### src/rtl/keypad_matrix_responder.sv
// Emulates the key side of a 4x4 active-low matrix keypad for a column-scanning reader.
// Latency: contact closes the cycle after a request is accepted; KEY_R follows KEY_C/contact one cycle later.
// Backpressure: req_ready only in IDLE; requests seen while busy are dropped, never queued.
//
// Ports:
//   clk, clr             clock and asynchronous active-high reset
//   req_valid/req_key    press request; req_key[3:2]=row, req_key[1:0]=column
//   req_ready, busy      handshake ready (IDLE only) and its complement
//   KEY_C                active-low column strobes from the reader
//   KEY_R                registered active-low row lines back to the reader
//   contact              emulated contact state (1 = closed)
//   done                 one-cycle pulse in the last GAP cycle of a press
module keypad_matrix_responder #(
  parameter int unsigned BOUNCE_CYCLES = 4,
  parameter int unsigned BOUNCE_TOGGLE = 1,
  parameter int unsigned HOLD_CYCLES   = 8,
  parameter int unsigned GAP_CYCLES    = 3,
  parameter int unsigned CNT_W         = 16
) (
  input  logic       clk,
  input  logic       clr,
  input  logic       req_valid,
  input  logic [3:0] req_key,
  output logic       req_ready,
  input  logic [3:0] KEY_C,
  output logic [3:0] KEY_R,
  output logic       contact,
  output logic       busy,
  output logic       done
);

  typedef enum logic [2:0] {
    S_IDLE,
    S_BOUNCE_IN,
    S_HOLD,
    S_BOUNCE_OUT,
    S_GAP
  } state_t;

  // Counters hold "cycles remaining minus one", so zero marks the last cycle of a phase.
  localparam logic [CNT_W-1:0] LD_BOUNCE = CNT_W'(BOUNCE_CYCLES - 1);
  localparam logic [CNT_W-1:0] LD_TOG    = CNT_W'(BOUNCE_TOGGLE - 1);
  localparam logic [CNT_W-1:0] LD_HOLD   = CNT_W'(HOLD_CYCLES - 1);
  localparam logic [CNT_W-1:0] LD_GAP    = CNT_W'(GAP_CYCLES - 1);
  localparam logic [CNT_W-1:0] ONE       = CNT_W'(1);
  localparam bit               HAS_BOUNCE = (BOUNCE_CYCLES != 0);

  state_t           r_state;
  logic [CNT_W-1:0] r_cnt;
  logic [CNT_W-1:0] r_tcnt;
  logic             r_contact;
  logic [3:0]       r_key;
  logic [3:0]       r_key_r;

  state_t           w_state_nxt;
  logic [CNT_W-1:0] w_cnt_nxt;
  logic [CNT_W-1:0] w_tcnt_nxt;
  logic             w_contact_nxt;
  logic             w_accept;
  logic [3:0]       w_row_nxt;

  assign w_accept = req_valid && (r_state == S_IDLE);

  // Next-state, phase counter and contact waveform.
  always_comb begin
    w_state_nxt   = r_state;
    w_cnt_nxt     = r_cnt;
    w_tcnt_nxt    = r_tcnt;
    w_contact_nxt = r_contact;

    unique case (r_state)
      S_IDLE: begin
        w_contact_nxt = 1'b0;
        if (w_accept) begin
          w_contact_nxt = 1'b1;
          w_tcnt_nxt    = LD_TOG;
          if (HAS_BOUNCE) begin
            w_state_nxt = S_BOUNCE_IN;
            w_cnt_nxt   = LD_BOUNCE;
          end else begin
            w_state_nxt = S_HOLD;
            w_cnt_nxt   = LD_HOLD;
          end
        end
      end

      S_BOUNCE_IN, S_BOUNCE_OUT: begin
        if (r_cnt == '0) begin
          if (r_state == S_BOUNCE_IN) begin
            w_state_nxt   = S_HOLD;
            w_cnt_nxt     = LD_HOLD;
            w_contact_nxt = 1'b1;
          end else begin
            w_state_nxt   = S_GAP;
            w_cnt_nxt     = LD_GAP;
            w_contact_nxt = 1'b0;
          end
        end else begin
          w_cnt_nxt = r_cnt - ONE;
          // Toggle divider: invert the contact every BOUNCE_TOGGLE cycles.
          if (r_tcnt == '0) begin
            w_contact_nxt = ~r_contact;
            w_tcnt_nxt    = LD_TOG;
          end else begin
            w_tcnt_nxt = r_tcnt - ONE;
          end
        end
      end

      S_HOLD: begin
        if (r_cnt == '0) begin
          w_contact_nxt = 1'b0;
          w_tcnt_nxt    = LD_TOG;
          if (HAS_BOUNCE) begin
            w_state_nxt = S_BOUNCE_OUT;
            w_cnt_nxt   = LD_BOUNCE;
          end else begin
            w_state_nxt = S_GAP;
            w_cnt_nxt   = LD_GAP;
          end
        end else begin
          w_cnt_nxt = r_cnt - ONE;
        end
      end

      S_GAP: begin
        w_contact_nxt = 1'b0;
        if (r_cnt == '0) begin
          w_state_nxt = S_IDLE;
          w_cnt_nxt   = '0;
        end else begin
          w_cnt_nxt = r_cnt - ONE;
        end
      end

      default: begin
        w_state_nxt   = S_IDLE;
        w_cnt_nxt     = '0;
        w_contact_nxt = 1'b0;
      end
    endcase
  end

  // Row drive uses the contact and strobes as they stand at the edge, hence one cycle of latency.
  always_comb begin
    w_row_nxt = 4'b1111;
    if (r_contact && !KEY_C[r_key[1:0]]) begin
      w_row_nxt[r_key[3:2]] = 1'b0;
    end
  end

  always_ff @(posedge clk or posedge clr) begin
    if (clr) begin
      r_state   <= S_IDLE;
      r_cnt     <= '0;
      r_tcnt    <= '0;
      r_contact <= 1'b0;
      r_key     <= 4'h0;
      r_key_r   <= 4'b1111;
    end else begin
      r_state   <= w_state_nxt;
      r_cnt     <= w_cnt_nxt;
      r_tcnt    <= w_tcnt_nxt;
      r_contact <= w_contact_nxt;
      r_key_r   <= w_row_nxt;
      if (w_accept) begin
        r_key <= req_key;
      end
    end
  end

  assign req_ready = (r_state == S_IDLE);
  assign busy      = ~req_ready;
  assign done      = (r_state == S_GAP) && (r_cnt == '0);
  assign contact   = r_contact;
  assign KEY_R     = r_key_r;

endmodule

### config.mk
export PLATFORM = sky130hd
export DESIGN_NAME = keypad_matrix_responder
export DESIGN_NICKNAME = d
export VERILOG_FILES = /design/src/rtl/keypad_matrix_responder.sv
export SDC_FILE = /design/constraint.sdc
export NUM_CORES = 1
export LEC_CHECK = 0
export ABC_AREA = 1
export CORE_UTILIZATION = 40
export CTS_CLUSTER_SIZE = 28
export DETAILED_ROUTE_END_ITERATION = 12
export SYNTH_ARGS = -nofsm -noshare
export SYNTH_HDL_FRONTEND = slang
export SYNTH_SLANG_ARGS = --single-unit
### constraint.sdc
create_clock -name clk -period 2.05 [get_ports clk]
set_input_delay 0.205 -clock clk [delete_from_list [all_inputs] [get_ports clk]]
set_output_delay 0.205 -clock clk [all_outputs]
set_load 0.01 [all_outputs]
# == Yosys cells after proc, flatten, opt, wreduce, memory -nomap -nowiden ==
# Index checks and enable logic that the tools add are counted.
# Widths: inputs -> output; s select.
# op_classes
addsub,2
eq_ne,10
bitwise_logic,3
muxes,28
n_reduce_logical,13
order_cmp,3
# op_table
operator,count
$mux 16,8
$pmux 16 s4,1
$pmux 16 s3,1
$logic_not 16->1,2
$sub 16x1->16 const B,2
$mux 3,6
$pmux 3 s4,1
$ne 2x2->1 const B,4
$reduce_and 4->1,2
$mux 1,7
$eq 3x2->1 const B,2
$lt 2x3->1 const B,2
$logic_and 1x1->1,4
$mux 4,1
$not 4->4,1
$eq 3x1->1 const B,1
$eq 3x3->1 const B,1
$logic_not 3->1,1
$ne 3x3->1 const B,1
$pmux 1 s3,1
$reduce_bool 3->1,1
$bmux 1 s2,1
$demux 1 s2,1
$ge 2x1->1 const B,1
5 further kinds,6
# totals
out_inout_bits,8
wordCells,65
reg_bits,44
inputBits,11

# == Depth between registers and ports, before layout ==
# logic_depth
word_depth,6
depth_mapped,10
depth_no_buf,10

# == Least setup slack after synthesis ==
# OpenSTA, ideal clock, no wires.
# synth_path
kind,register to register
start,reg r_cnt[0]
end,reg r_tcnt[13]
arrival_time_ns,1.394
t_required_ns,1.932
setup_slack_ns,0.538
path_stages_with_launch,11
cell_sequence,dfrtp_1 -> inv_1 -> ha_1 -> nand2_2 -> nor2_8 -> nand2_4 -> nand2_4 -> nand3_4 -> buf_6 -> nand2_1 -> o21ai_2
# synth_between
elab_chain_cells,3
word_cells_on_any_way,4
classes_between,eq/ne (2); reduce/logical (2)
# synth_lines
item,line_no,rtl
start: declaration,49,logic [CNT_W-1:0] r_cnt;
start signal: assignment,162,r_cnt <= w_cnt_nxt;
$logic_not 16->1 (*),"88, 111",
$ne 2x2->1 (no source line),--,
$reduce_and 4->1 (no source line) (*),--,
end signal: assignment,163,r_tcnt <= w_tcnt_nxt;
end: declaration,50,logic [CNT_W-1:0] r_tcnt;
# Every way passes the cells marked *; elsewhere a longest branch is shown, timed or not.
# A chain may end at the register's enable or synchronous reset.

# == Worst setup path in the final report ==
# layout_path
start,reg r_state[2]
end,out req_ready
# layout_between
elab_chain_cells,1
# layout_lines
item,line_no,rtl
start: declaration,48,state_t r_state;
start signal: assignment,161,r_state <= w_state_nxt;
$logic_not 3->1,172,assign req_ready = (r_state == S_IDLE);
end: declaration,24,"output logic req_ready,"
# No other way between the ends.

==> results.py <==
metrics = {
    "outcome": {
        "status": "finished clean",
    },
    "power_and_ir_drop": {
        "comb_power_share": 0.042,
        "p_int_mw": 1.346,
        "p_sw_mw": 0.3432,
        "leakagePower_nw": 1.519,
        "power_mw": 1.689,
        "clockPowerShare": 0.435,
        "peakVddDrop_v": 0.0002937,
        "netSwitchingFraction": 0.2032,
        "powerDensity_nw_per_um2": 537.4,
        "power_frac_seq": 0.524,
    },
    "critical_path": {
        "cp_max_fo": 5,
        "cpMaxStageDelayCell": "clkdlybuf4s50_1",
        "cp_cell_sequence": "nor2_2 > nand2_1 > inv_1 > clkdlybuf4s50_1",
        "cp_slowest_stage_delay_ns": 0.55,
        "critPathCaptureType": "primary output",
        "worstPathArrival_ns": 1.71,
        "cp-start-kind": "flip-flop",
        "crit_type": "flip-flop to primary output",
        "required_ns": 1.85,
    },
    "detailed_routing": {
        "wl_per_cell_um": 11.84,
        "vias": 2323,
        "drc": 0,
        "drtAntennaViolNets": 0,
        "drtPass1Iterations": 4,
        "drt-initial-drc-count": 66,
        "viasPerCell": 4.911,
        "wl_um": 5602,
    },
    "sta": {
        "period_share": 0.9322,
        "finClkSkew_ns": 0.009160,
        "tightest_slew_ns": 0.5331,
        "rsz0062_at_grt": "no",
        "slew-limit-headroom": 0.6438,
        "fmax_ghz": 0.5233,
        "holdWs_ns": 0.2432,
        "hold_viol": 0,
        "setup_tns_ns": 0,
        "finalCriticalPeriod_ns": 1.911,
        "drv_slew": 0,
        "setup_viol": 0,
    },
    "clock_tree": {
        "clockRootBuffer": "clkbuf_8",
        "htreeDepth": 2,
        "ctsHoldBuffers": 0,
        "cts.sink_count": 44,
        "clk_pin_slew_ns": 0.09,
        "cts-buffers-inserted": 5,
        "clk-insertion-delay-late_ns": 0.30,
        "cts_tree": "built",
        "clock_path_buffers": 2,
        "post_cts_buffers": 0,
    },
    "floorplan": {
        "fp.dieH_um": 85.00,
        "ios": 19,
        "die_area_sq_um": 7224,
        "floorplan.rows": 29,
        "start_util": 0.4242,
        "die_x_um": 85.00,
        "coreArea_sq_um": 6495,
    },
    "flow_run": {
        "maxCapViolCount": 0,
    },
    "global_route": {
        "gr-usage-all-layers": 0.1724,
        "grt_pass1_wl_um": 10120,
        "antenna_found_initial": 0,
        "grt-ovfl-total": 0,
        "grt_pass1_vias": 2298,
        "grt_max_degree": 45,
    },
    "placement": {
        "place.gp.congestion": 0.8494,
        "io_buffer_count": 18,
        "dpl.hpwl_um": 3904,
        "dp_cells": 464,
    },
    "final_layout": {
        "multiInputGateArea_sq_um": 1426,
        "layout-drive-gt1-share": 0.1389,
        "regArea_sq_um": 1106,
        "antennaDiodeCount": 0,
        "fin_nets": 409,
        "fillers": 641,
        "fin_cells": 473,
        "area_growth_pct": 14.08,
    },
    "worst_hold_path": {
        "hold_path.class": "input pin to async pin",
    },
    "synth": {
        "syn_area_per_cell_sq_um": 7.367,
        "ys_warn_count": 0,
        "syn_area_sq_um": 2755,
        "synth-main-ff-cell": "dfrtp_1",
        "synth-seq-cells": 44,
        "yosysUniqueCellTypes": 30,
        "syn_nets": 388,
        "syn-instance-count": 374,
        "synth-edff-count": 0,
        "async_flop_share": 1.000,
        "seq_area_frac_synth": 0.4015,
    },
}
what timing repair did:
item,4_1_cts,5_1_grt
setup endpoints to repair,1,2
resized for setup,1,2
hold endpoints to repair,0,0
gates cloned,0,1
pin swaps,0,0
power groups by stage:
stage	logic (mW)	registers, mW	clock network [mW]
final	0.0702	0.885	0.734
after global routing	0.0798	0.886	0.786
after CTS	0.0733	0.885	0.765
after detailed placement	0.0733	0.902	0
after global placement	0.0722	0.902	0
after floorplan	0.0272	0.904	0
state kept, by name (all words and copies together) (netlist names):
register / cells
contact: 1
r_state: 3
r_cnt: 16
r_tcnt: 16
KEY_R: 4
r_key: 4
cell usage after synthesis, types with 2 or more instances:
master	number	share of area
buf_6	4	0.016
dfrtp_1	40	0.36
inv_1	46	0.063
ha_1	3	0.014
o211ai_1	3	0.0082
o21bai_1	4	0.011
nand2_4	2	0.0082
or2_2	3	0.0068
nor3_1	3	0.0054
buf_2	3	0.0054
o21ai_2	14	0.045
nand3_1	24	0.044
o21ai_1	2	0.0036
nor2_2	5	0.011
nand4_1	16	0.036
nand2_2	5	0.011
nand3_2	2	0.0073
dfstp_2	4	0.038
nor2_4	2	0.0082
xor2_1	7	0.022
nor2_1	55	0.075
inv_2	2	0.0027
nand2_1	104	0.14
a21oi_1	2	0.0036
o21ai_0	14	0.025
through the flow:
step	setup slack (ns)	instance area [sq um]	utilization
final	0.1390	3143	0.4839
after global routing	0.01309	3143	0.4839
after CTS	0.1330	3124	0.4810
after detailed placement	0.2031	2999	0.4618
after global placement	0.2156	2999	0.4618
after floorplan	0.5375	2755	-
layout by cell type (no fill, tap or decap), drive strengths merged:
| master | netlist | routed |
|---|---|---|
| nor2 | 63 | 63 |
| dfstp | 4 | 4 |
| clkdlybuf4s15 | 0 | 1 |
| buf | 7 | 2 |
| xor2 | 7 | 7 |
| o21bai | 4 | 4 |
| ha | 3 | 3 |
| dfrtp | 40 | 40 |
| o21ai | 30 | 30 |
| nand4 | 17 | 17 |
| clkdlybuf4s50 | 0 | 17 |
| inv | 48 | 48 |
| nor3 | 3 | 3 |
| nand2 | 111 | 111 |
| nand3 | 27 | 28 |
| nand3b | 1 | 1 |
| a21oi | 3 | 3 |
| o211ai | 3 | 3 |
| bufinv | 0 | 1 |
| clkbuf | 0 | 7 |
| or2 | 3 | 3 |
final timing paths:
check                                       start                endpoint  slack [ns]  depth (start not counted)
min in group clk             r_key[3]$_DFFE_PP0P_      KEY_R[2]$_DFF_PP1_        0.42                          1
max                        r_state[2]$_DFFE_PP0P_               req_ready        0.14                          4
max in group asynchronous                     clr      KEY_R[3]$_DFF_PP1_        1.52                          3
min                                           clr   r_tcnt[2]$_DFFE_PP0P_        0.24                          3
min reg2reg                  r_key[3]$_DFFE_PP0P_      KEY_R[2]$_DFF_PP1_        0.42                          1
max reg2reg                  r_cnt[0]$_DFFE_PP0N_  r_tcnt[15]$_DFFE_PP0P_        0.33                          9
cell type report:
| type | count | area share |
|---|---|---|
| well taps | 77 | 0.03065 |
| clock inverters | 1 | 0.009554 |
| inverters | 48 | 0.05732 |
| multi-input cells | 276 | 0.4538 |
| repair buffers | 20 | 0.06608 |
| flip-flops and latches | 44 | 0.3519 |
| clock buffers | 7 | 0.03065 |
worst max-delay path: cells and delay by family, from the launching register on:
kind	cells	cell delay [ns]
buffers and inverters	2	0.66
DFF	1	0.45
and+or+nand+nor	2	0.28
logic make-up (layout without fill, tap and decap cells):
group           after synthesis  after routing  synth area share
simple gates                225            226            0.3760
buf+inv                      55             76           0.08719
flops                        44             44            0.4015
compound gates               40             40           0.09946
xor+xnor                      7              7           0.02225
fa+ha+maj                     3              3           0.01363
layer usage:
metal | wire length (um) | track usage
met3 | 118 | 0.03502
met2 | 2448 | 0.2676
met5 | 0 | 0
met4 | 63 | 0.04777
met1 | 2972 | 0.2445
Note: power is estimated with default switching activity, not from simulation.
